File: config.mk
export PLATFORM = sky130hd
export DESIGN_NAME = jt1943_sdram_arb
export DESIGN_NICKNAME = d
export VERILOG_FILES = /design/src/rtl/jt1943_arb_pkg.sv /design/src/rtl/jt1943_arb_rr.sv /design/src/rtl/jt1943_sdram_arb.sv
export SDC_FILE = /design/constraint.sdc
export NUM_CORES = 1
export LEC_CHECK = 0
export ABC_AREA = 1
export CORE_ASPECT_RATIO = 2
export CORE_MARGIN = 10
export CORE_UTILIZATION = 50
export DETAILED_ROUTE_END_ITERATION = 8
export PLACE_DENSITY = 0.9
export SLEW_MARGIN = 20
export SYNTH_ARGS = -nofsm -noshare
export SYNTH_HDL_FRONTEND = slang
export SYNTH_SLANG_ARGS = --single-unit
File: constraint.sdc
create_clock -name clk -period 2.9 [get_ports clk]
set_input_delay 0.435 -clock clk [delete_from_list [all_inputs] [get_ports clk]]
set_output_delay 0.435 -clock clk [all_outputs]
set_load 0.005 [all_outputs]
File: src/rtl/jt1943_arb_pkg.sv
// Shared types and defaults for the 1943 SDRAM read arbiter.
package jt1943_arb_pkg;

  typedef enum logic [1:0] {
    ST_IDLE = 2'd0,
    ST_REQ  = 2'd1,
    ST_WAIT = 2'd2
  } arb_state_t;

  localparam int SLOTS_DEF = 4;
  localparam int AW_DEF    = 22;
  localparam int DW        = 32;

  // Index width that stays legal for a single-slot build.
  function automatic int idx_w(input int n);
    return (n > 1) ? $clog2(n) : 1;
  endfunction

endpackage

File: src/rtl/jt1943_arb_rr.sv
// Round-robin picker: first asserted miss at or after ptr, wrapping around.
module jt1943_arb_rr
  import jt1943_arb_pkg::*;
#(
  parameter int SLOTS = SLOTS_DEF,
  parameter int PW    = idx_w(SLOTS)
)(
  input  logic [SLOTS-1:0] miss,
  input  logic [PW-1:0]    ptr,
  output logic [PW-1:0]    grant,
  output logic             any_req
);

  int idx;

  // Scan from the farthest candidate back to ptr so the nearest one wins.
  always_comb begin
    grant   = ptr;
    any_req = 1'b0;
    idx     = 0;
    for (int k = SLOTS - 1; k >= 0; k--) begin
      idx = int'(ptr) + k;
      if (idx >= SLOTS) idx = idx - SLOTS;
      if (miss[idx]) begin
        grant   = PW'(idx);
        any_req = 1'b1;
      end
    end
  end

endmodule

File: src/rtl/jt1943_sdram_arb.sv
// Time-shares the SDRAM read port between ROM requesters, each backed by a
// one-word tagged cache; one read is in flight at a time.
module jt1943_sdram_arb
  import jt1943_arb_pkg::*;
#(
  parameter int SLOTS  = SLOTS_DEF,
  parameter int AW     = AW_DEF,
  parameter int TO_MAX = 255
)(
  input  logic                clk,
  input  logic                rst_n,
  input  logic                downloading,
  input  logic [SLOTS-1:0]    slot_cs,
  input  logic [SLOTS*AW-1:0] slot_addr,
  output logic [SLOTS*DW-1:0] slot_dout,
  output logic [SLOTS-1:0]    slot_ok,
  output logic                sdram_req,
  output logic [AW-1:0]       sdram_addr,
  input  logic                sdram_ack,
  input  logic                data_rdy,
  input  logic [DW-1:0]       data_read,
  output logic                timeout
);

  localparam int            PW      = idx_w(SLOTS);
  localparam int            CW      = $clog2(TO_MAX + 1);
  localparam logic [CW-1:0] TO_LAST = CW'(TO_MAX - 1);

  arb_state_t       state;
  logic [PW-1:0]    cur;
  logic [PW-1:0]    rr_ptr;
  logic [PW-1:0]    grant;
  logic             any_req;
  logic [CW-1:0]    wd_cnt;
  logic             wd_expired;
  logic [SLOTS-1:0] valid;
  logic [SLOTS-1:0] hit;
  logic [SLOTS-1:0] miss;
  logic [AW-1:0]    tag    [SLOTS];
  logic [DW-1:0]    data   [SLOTS];
  logic [AW-1:0]    addr_a [SLOTS];

  for (genvar i = 0; i < SLOTS; i++) begin : g_slot
    assign addr_a[i]              = slot_addr[i*AW +: AW];
    assign slot_dout[i*DW +: DW]  = data[i];
  end

  // The slot being fetched is not a miss: it must not be requested twice.
  always_comb begin
    hit  = '0;
    miss = '0;
    for (int i = 0; i < SLOTS; i++) begin
      hit[i]  = slot_cs[i] & valid[i] & (tag[i] == addr_a[i]);
      miss[i] = slot_cs[i] & ~hit[i] & ~((state != ST_IDLE) && (cur == PW'(i)));
    end
  end

  jt1943_arb_rr #(
    .SLOTS (SLOTS),
    .PW    (PW)
  ) u_rr (
    .miss    (miss),
    .ptr     (rr_ptr),
    .grant   (grant),
    .any_req (any_req)
  );

  assign wd_expired = (wd_cnt == TO_LAST);

  always_ff @(posedge clk or negedge rst_n) begin
    if (!rst_n) begin
      state      <= ST_IDLE;
      cur        <= '0;
      rr_ptr     <= '0;
      wd_cnt     <= '0;
      sdram_req  <= 1'b0;
      sdram_addr <= '0;
      timeout    <= 1'b0;
      slot_ok    <= '0;
      valid      <= '0;
      for (int i = 0; i < SLOTS; i++) begin
        tag[i]  <= '0;
        data[i] <= '0;
      end
    end else begin
      timeout <= 1'b0;
      slot_ok <= hit & ~{SLOTS{downloading}};
      if (downloading) begin
        // A ROM load invalidates everything and abandons any pending read.
        state     <= ST_IDLE;
        sdram_req <= 1'b0;
        valid     <= '0;
      end else begin
        case (state)
          ST_IDLE: begin
            if (any_req) begin
              cur        <= grant;
              sdram_addr <= addr_a[grant];
              sdram_req  <= 1'b1;
              wd_cnt     <= '0;
              rr_ptr     <= (grant == PW'(SLOTS - 1)) ? '0 : grant + 1'b1;
              state      <= ST_REQ;
            end
          end
          ST_REQ: begin
            if (sdram_ack) begin
              sdram_req <= 1'b0;
              wd_cnt    <= '0;
              state     <= ST_WAIT;
            end else if (wd_expired) begin
              sdram_req <= 1'b0;
              timeout   <= 1'b1;
              state     <= ST_IDLE;
            end else begin
              wd_cnt <= wd_cnt + 1'b1;
            end
          end
          ST_WAIT: begin
            if (data_rdy) begin
              data[cur]  <= data_read;
              tag[cur]   <= sdram_addr;
              valid[cur] <= 1'b1;
              state      <= ST_IDLE;
            end else if (wd_expired) begin
              timeout <= 1'b1;
              state   <= ST_IDLE;
            end else begin
              wd_cnt <= wd_cnt + 1'b1;
            end
          end
          default: state <= ST_IDLE;
        endcase
      end
    end
  end

endmodule

==> impl_metrics.yaml, run 1 <==
route:
  route.detailed.drc: 0
  drtAntennaViolNets: 0
  drtPass1Iterations: 5
  via_per_inst: 5.42
  routedWlPerCell_um: 21.0
  drt_iter0_markers: 983
  drt-total-wl_mm: 48.8
  vias: 12600
sta:
  finalSetupViolations: 0
  max_slew.worst_pin.slew_ns: 0.728
  hold_violations: 0
  holdWs_ns: 0.436
  fmax_mhz: 360
  slew_headroom: 0.513
  period_needed_ns: 2.78
  rsz0062_at_grt: "no"
  fin_crit_sh: 0.958
  maxSlewViolCount: 0
  skew_ns: 0.0158
yosys:
  syn_inst: 1627
  ys_seq_elements: 262
  synth_area_leader_cell: "dfrtp_1"
  synth_edf_count: 0
  yosys_warnings: 0
  synth_cell_types: 37
  yosys.area.top_type_share: 0.523
  synth.avg_cell_area_sq_um: 7.70
  syn_area_sq_um: 12500
  synth_area_leaders: "dfrtp_1, nand2_1, o21ai_0"
  synthFlopType: "dfrtp_1"
  postSynth.asyncResetShare: 1.00
  syn_nets: 1762
  yosysMostFrequentCell: "nand2_1"
  yosys-top-cells-count: "nand2_1, dfrtp_1, o21ai_0"
  ys_seq_area_frac: 0.523
worst_setup_path:
  path_cells: "clkdlybuf4s50_1 > inv_1 > nand2_1 > nand2_1 > nor2_1 > nand2_1 > nor2_1 > nand3_1 > nand3_1 > nand2_1 > nand2_2 > nand2_2 > nor2_4 > nand2_2 > nand2_4 > buf_12 > buf_4 > nand3_1 > nand3_1 > nand2_1 > nor2_1"
  crit_type: "input pin to flop"
  reg2reg_to: "sdram_addr[9]$_DFFE_PN0P_"
  r2r_slack_ns: 0.18
  reg2reg_depth: 19
  cp-start-kind: "input pin"
  critical_path.max_stage_delay_ns: 0.62
  cpMostUsedCell: "nand2_1"
  slowest_stage: "clkdlybuf4s50_1"
  critPathRequiredTime_ns: 3.36
  cp.arrival_ns: 3.24
  crit_fanout: 27
  end_kind: "flop"
  r2r-start: "tag[37]$_DFFE_PN0P_"
grt:
  track_usage: 0.295
  grt_pass1_wl_mm: 73.6
  grt_overflow_total: 0
  grt_max_degree: 110
  grt_pass1_vias: 12900
  antenna_found_initial: 3
clock_tree:
  clock_path_buffers: 3
  cts_tree: "built"
  ctsRootBufferMaster: "clkbuf_16"
  clkTransAtPathRegs_ns: 0.07
  clock-sinks: 262
  clk_latency_ns: 0.53
  cts_buffers: 23
  ctsHtreeMaxLevel: 1
hold_path:
  worstHoldPathCells: 5
  hold_start: "slot_addr[45]"
  hold_path_end: "sdram_addr[1]$_DFFE_PN0P_"
  hold_class: "input pin to flop"
floorplan:
  fp-row-count: 81
  fp.dieH_um: 244
  start_util: 0.509
  io_pins: 285
  fp.coreArea_sq_um: 24600
  die_area_sq_um: 32200
  die_width_um: 132
power_and_ir_drop:
  p_leak_uw: 0.00850
  p_per_area_nw_per_um2: 975
  ir_worst_vdd_mv: 0.705
placement:
  hpwl_mm: 36.9
  placed_cell_area_sq_um: 16400
  gp_congestion: 1.01
  placed_cells_incl_taps: 2280
  portBuffers: 284
job:
  cap_viol_max_count: 0
cells_and_area:
  final_cell_area_sq_um: 17200
  syn_to_final_growth_pct: 37.4
  nNetsFinal: 2109
  fin_cells: 2321
  drive_above_1_share: 0.0921
outcome:
  outcome: "complete, no violations"
==> layer usage <==
| metal | track usage | vias to the layer above | share of wire |
|---|---|---|---|
| met5 | 0 | - | 0.00027 |
| met4 | 0.250 | 2 | 0.097 |
| met3 | 0.0643 | 223 | 0.074 |
| met2 | 0.529 | 703 | 0.52 |
| met1 | 0.278 | 5900 | 0.31 |
| li1 | - | 5748 | - |
==> cell families after synthesis <==
kind of cell             count (synthesis)  synth area share
buffers and inverters                  278            0.0896
AO/OA/AOI/OAI                          271             0.110
adder cells (fa/ha/maj)                  6           0.00599
AND/OR/NAND/NOR                        790             0.257
flip-flops                             262             0.523
XOR/XNOR                                20            0.0140
==> power breakdown <==
group	switching, uW	leakage [uW]	internal, uW
logic	4260	0.00461	3530
clock network	1350	0.000358	1710
registers	1000	0.00353	4950
total	6610	0.00850	10200
==> repair_timing <==
item | in CTS | in global routing
setup endpoints to repair | 0 | 17
gates resized for setup | 0 | 10
hold endpoints to repair | 71 | 0
hold buffers | 1 | 0
setup buffers | 0 | 0
==> worst max path at each step <==
stage	startpoint	to	depth (start not counted)
floorplan	state[0]$_DFFE_PN0P_	rr_ptr[1]$_DFFE_PN0P_	16
global placement	slot_addr[54]	sdram_addr[0]$_DFFE_PN0P_	21
detailed placement	slot_addr[45]	sdram_addr[9]$_DFFE_PN0P_	21
CTS	slot_addr[45]	sdram_addr[0]$_DFFE_PN0P_	21
global route	slot_cs[3]	sdram_addr[9]$_DFFE_PN0P_	21
finish	slot_addr[26]	sdram_addr[9]$_DFFE_PN0P_	21
==> registers in the layout, summed over array words and instances, names as in the netlist <==
| signal | flops |
|---|---|
| slot_dout | 128 |
| tag | 88 |
| sdram_addr | 22 |
| wd_cnt | 8 |
| slot_ok | 4 |
| valid | 4 |
| cur | 2 |
| rr_ptr | 2 |
| state | 2 |
| sdram_req | 1 |
| timeout | 1 |
==> final cells by class <==
class	count	area [sq um]
clock buffer	30	632
antenna	2	5.00
inverter	213	805
multi-input combinational	1087	4930
tap	332	415
sequential	262	6560
timing repair buffer	387	3790
clock inverter	8	92.6
fill	1924	7400
==> worst max-delay path: cells and delay by family <==
kind | cells | cell delay [ns]
buf+inv | 4 | 1.02
simple gates | 17 | 1.76
==> metrics by stage <==
stage | util | setup slack (ns) | setup TNS, ns | power [uW]
2_1_floorplan | - | 0.739 | 0 | 9490
3_3_place_gp | 0.668 | -0.358 | -7.48 | 13300
3_5_place_dp | 0.668 | -0.396 | -8.83 | 13500
5_1_grt | 0.699 | 0.00849 | 0 | 17800
6_report | 0.699 | 0.121 | 0 | 16800
4_1_cts | 0.697 | 0.114 | 0 | 16700
==> cells in the final DEF, fill, tap and decap left out, drive strengths merged, types with 3 or more instances in the layout <==
master / count
nor2: 130
buf: 103
xor2: 6
clkdlybuf4s50: 282
nand3: 100
o21ai: 258
xnor2: 14
dfrtp: 262
nand4: 3
a21oi: 5
clkbuf: 30
clkinv: 7
nand2: 554
inv: 211
ha: 6
Note: power is estimated with default switching activity, not from simulation.
==> run 2, diff against run 1 <==
--- a/config.mk
+++ b/config.mk
@@ -10,7 +10,7 @@
 export CORE_MARGIN = 10
 export CORE_UTILIZATION = 50
 export DETAILED_ROUTE_END_ITERATION = 8
-export PLACE_DENSITY = 0.9
+export PLACE_DENSITY_LB_ADDON = 0.08
 export SLEW_MARGIN = 20
 export SYNTH_ARGS = -nofsm -noshare
 export SYNTH_HDL_FRONTEND = slang
==> run 2 against run 1 <==
- setup slack lost 0.020 ns
- critical path type unchanged
- cell area rose by 0.98%
- maximum frequency down 0.71%
- highest routed layer is now met4
==> impl_metrics.yaml, run 2 (synthesized netlist as in run 1, its figures left out) <==
outcome:
  outcome: "complete, no violations"
route:
  routedWlPerCell_um: 19.8
  drtPass1Iterations: 5
  vias: 11900
  drtAntennaViolNets: 0
  drt-total-wl_mm: 46.1
  route.detailed.drc: 0
  via_per_inst: 5.12
  drt_iter0_markers: 736
power_and_ir_drop:
  internal-power_uw: 10500
  power.share.switching: 0.388
  ir_worst_vdd_mv: 0.734
  power_switching_uw: 6660
  p_per_area_nw_per_um2: 987
  p_clk_frac: 0.210
  seq_power_share: 0.342
  combPwrFrac: 0.448
  p_leak_uw: 0.00860
worst_setup_path:
  critical_path.max_stage_delay_ns: 0.58
  end_kind: "flop"
  cpMostUsedCell: "nand2_1"
  cp.arrival_ns: 3.22
  crit_fanout: 11
  crit_type: "input pin to flop"
  critical_path.startpoint: "slot_addr[26]"
  r2r-start: "state[1]$_DFFE_PN0P_"
  critPathRequiredTime_ns: 3.32
  slowest_stage: "clkdlybuf4s50_1"
  cp-start-kind: "input pin"
  path_cells: "clkdlybuf4s50_1 > inv_1 > nand2_1 > nand2_1 > nor2_1 > nand2_1 > nor2_1 > nand3_1 > nand2_1 > buf_4 > o21ai_0 > nand3_1 > nand2_1 > nand2_1 > nand2_1 > buf_4 > nor2_4 > buf_12 > nand3_1 > nand2_1 > nor2_1"
clock_tree:
  cts_buffers: 25
  clkTransAtPathRegs_ns: 0.06
  ctsRootBufferMaster: "clkbuf_16"
  ctsHtreeMaxLevel: 1
  post_cts_buffers: 0
  clock_path_buffers: 3
  clk_latency_ns: 0.54
  cts_tree: "built"
  clock-sinks: 262
placement:
  portBuffers: 284
  placed_cells_incl_taps: 2283
  hpwl_mm: 35.4
  gp_congestion: 0.954
  dp_slack_ns: -0.380
sta:
  fin_crit_sh: 0.965
  max_slew.worst_pin.slew_ns: 0.788
  skew_ns: 0.0117
  rsz0062_at_grt: "no"
  hold_violations: 0
  slew_headroom: 0.475
  fmax_mhz: 357
  maxSlewViolCount: 0
  period_needed_ns: 2.80
  finalSetupViolations: 0
  fin_ws_ns: 0.101
cells_and_area:
  nNetsFinal: 2114
  final_common_cell: "nand2_1"
  drive_above_1_share: 0.0952
  largest_register_ffs: 128
  layout_common_cells: "nand2_1, clkdlybuf4s50_1, dfrtp_1, o21ai_0, inv_1"
  fin_cells: 2329
  syn_to_final_growth_pct: 38.8
grt:
  grt_overflow_total: 0
  antenna_found_initial: 1
  track_usage: 0.280
  grt_max_degree: 89
  grt_pass1_vias: 12100
  grt_pass1_wl_mm: 69.8
floorplan:
  start_util: 0.509
  fp.dieH_um: 244
  io_pins: 285
  die_area_sq_um: 32200
  fp-row-count: 81
  fp.coreArea_sq_um: 24600
  die_width_um: 132
hold_path:
  hold_class: "input pin to asynchronous set/reset pin"
job:
  cap_viol_max_count: 0
==> run 2: cell count changes in the layout (fill, tap and decap cells not counted), moves of 2 or more <==
cell	change
buf_4	+2
bufinv_16	+2
clkbuf_1	-3
clkbuf_16	+2
clkbuf_8	+6
clkinv_2	-3
nand3_1	+2
==> run 2: power by group through the flow <==
stage          registers (uW)  clock network, uW  logic (uW)
3_3_place_gp             5840                  0        7540
3_5_place_dp             5890                  0        7630
4_1_cts                  5850               3660        7690
2_1_floorplan            5770                  0        3720
6_report                 5870               3610        7680
5_1_grt                  6010               3810        8370
==> run 2: what timing repair did <==
item / in CTS / in global routing
gates resized for setup: 0 / 3
endpoints found under the setup margin: 0 / 3
hold buffers: 1 / 0
hold endpoints to repair: 82 / 0
==> run 2: final timing paths <==
path | end | slack (ns) | cells after the start
min reg2reg | slot_dout[21]$_DFFE_PN0P_ | 0.48 | 2
max reg2reg | sdram_addr[14]$_DFFE_PN0P_ | 0.15 | 14
max | sdram_addr[14]$_DFFE_PN0P_ | 0.10 | 21
min | tag[36]$_DFFE_PN0P_ | 0.48 | 2
min in group clk | slot_dout[21]$_DFFE_PN0P_ | 0.48 | 2
max in group asynchronous | wd_cnt[2]$_DFFE_PN0P_ | 1.56 | 3
==> run 2: final cells by class <==
class / count / area [sq um]
diodes: 1 / 2.50
well taps: 332 / 415
inverters: 213 / 805
fillers: 2073 / 7240
clock inverters: 9 / 154
flip-flops and latches: 262 / 6560
repair buffers: 390 / 3810
multi-input cells: 1087 / 4890
clock buffers: 35 / 753
==> run 2: metrics by stage <==
step / total power [uW] / hold slack, ns / util / TNS, ns / area (sq um)
2_1_floorplan: 9490 / 0.139 / - / 0 / 12500
3_3_place_gp: 13400 / 0.463 / 0.668 / -7.23 / 16500
3_5_place_dp: 13500 / 0.467 / 0.668 / -7.30 / 16500
4_1_cts: 17200 / 0.485 / 0.706 / 0 / 17400
5_1_grt: 18200 / 0.501 / 0.706 / 0 / 17400
6_report: 17200 / 0.476 / 0.706 / 0 / 17400
==> run 2: metal layers <==
| metal | wire, um | GRT usage | part of all wire |
|---|---|---|---|
| met3 | 3230 | 0.0692 | 0.070 |
| met4 | 3480 | 0.195 | 0.076 |
| met2 | 24100 | 0.502 | 0.52 |
| met5 | 0 | 0 | 0 |
| met1 | 15300 | 0.275 | 0.33 |
==> run 2: worst max-delay path: cells and delay by family <==
kind | cells | cell delay (ns)
AO/OA/AOI/OAI | 1 | 0.11
AND/OR/NAND/NOR | 15 | 1.61
buffers and inverters | 5 | 1.07
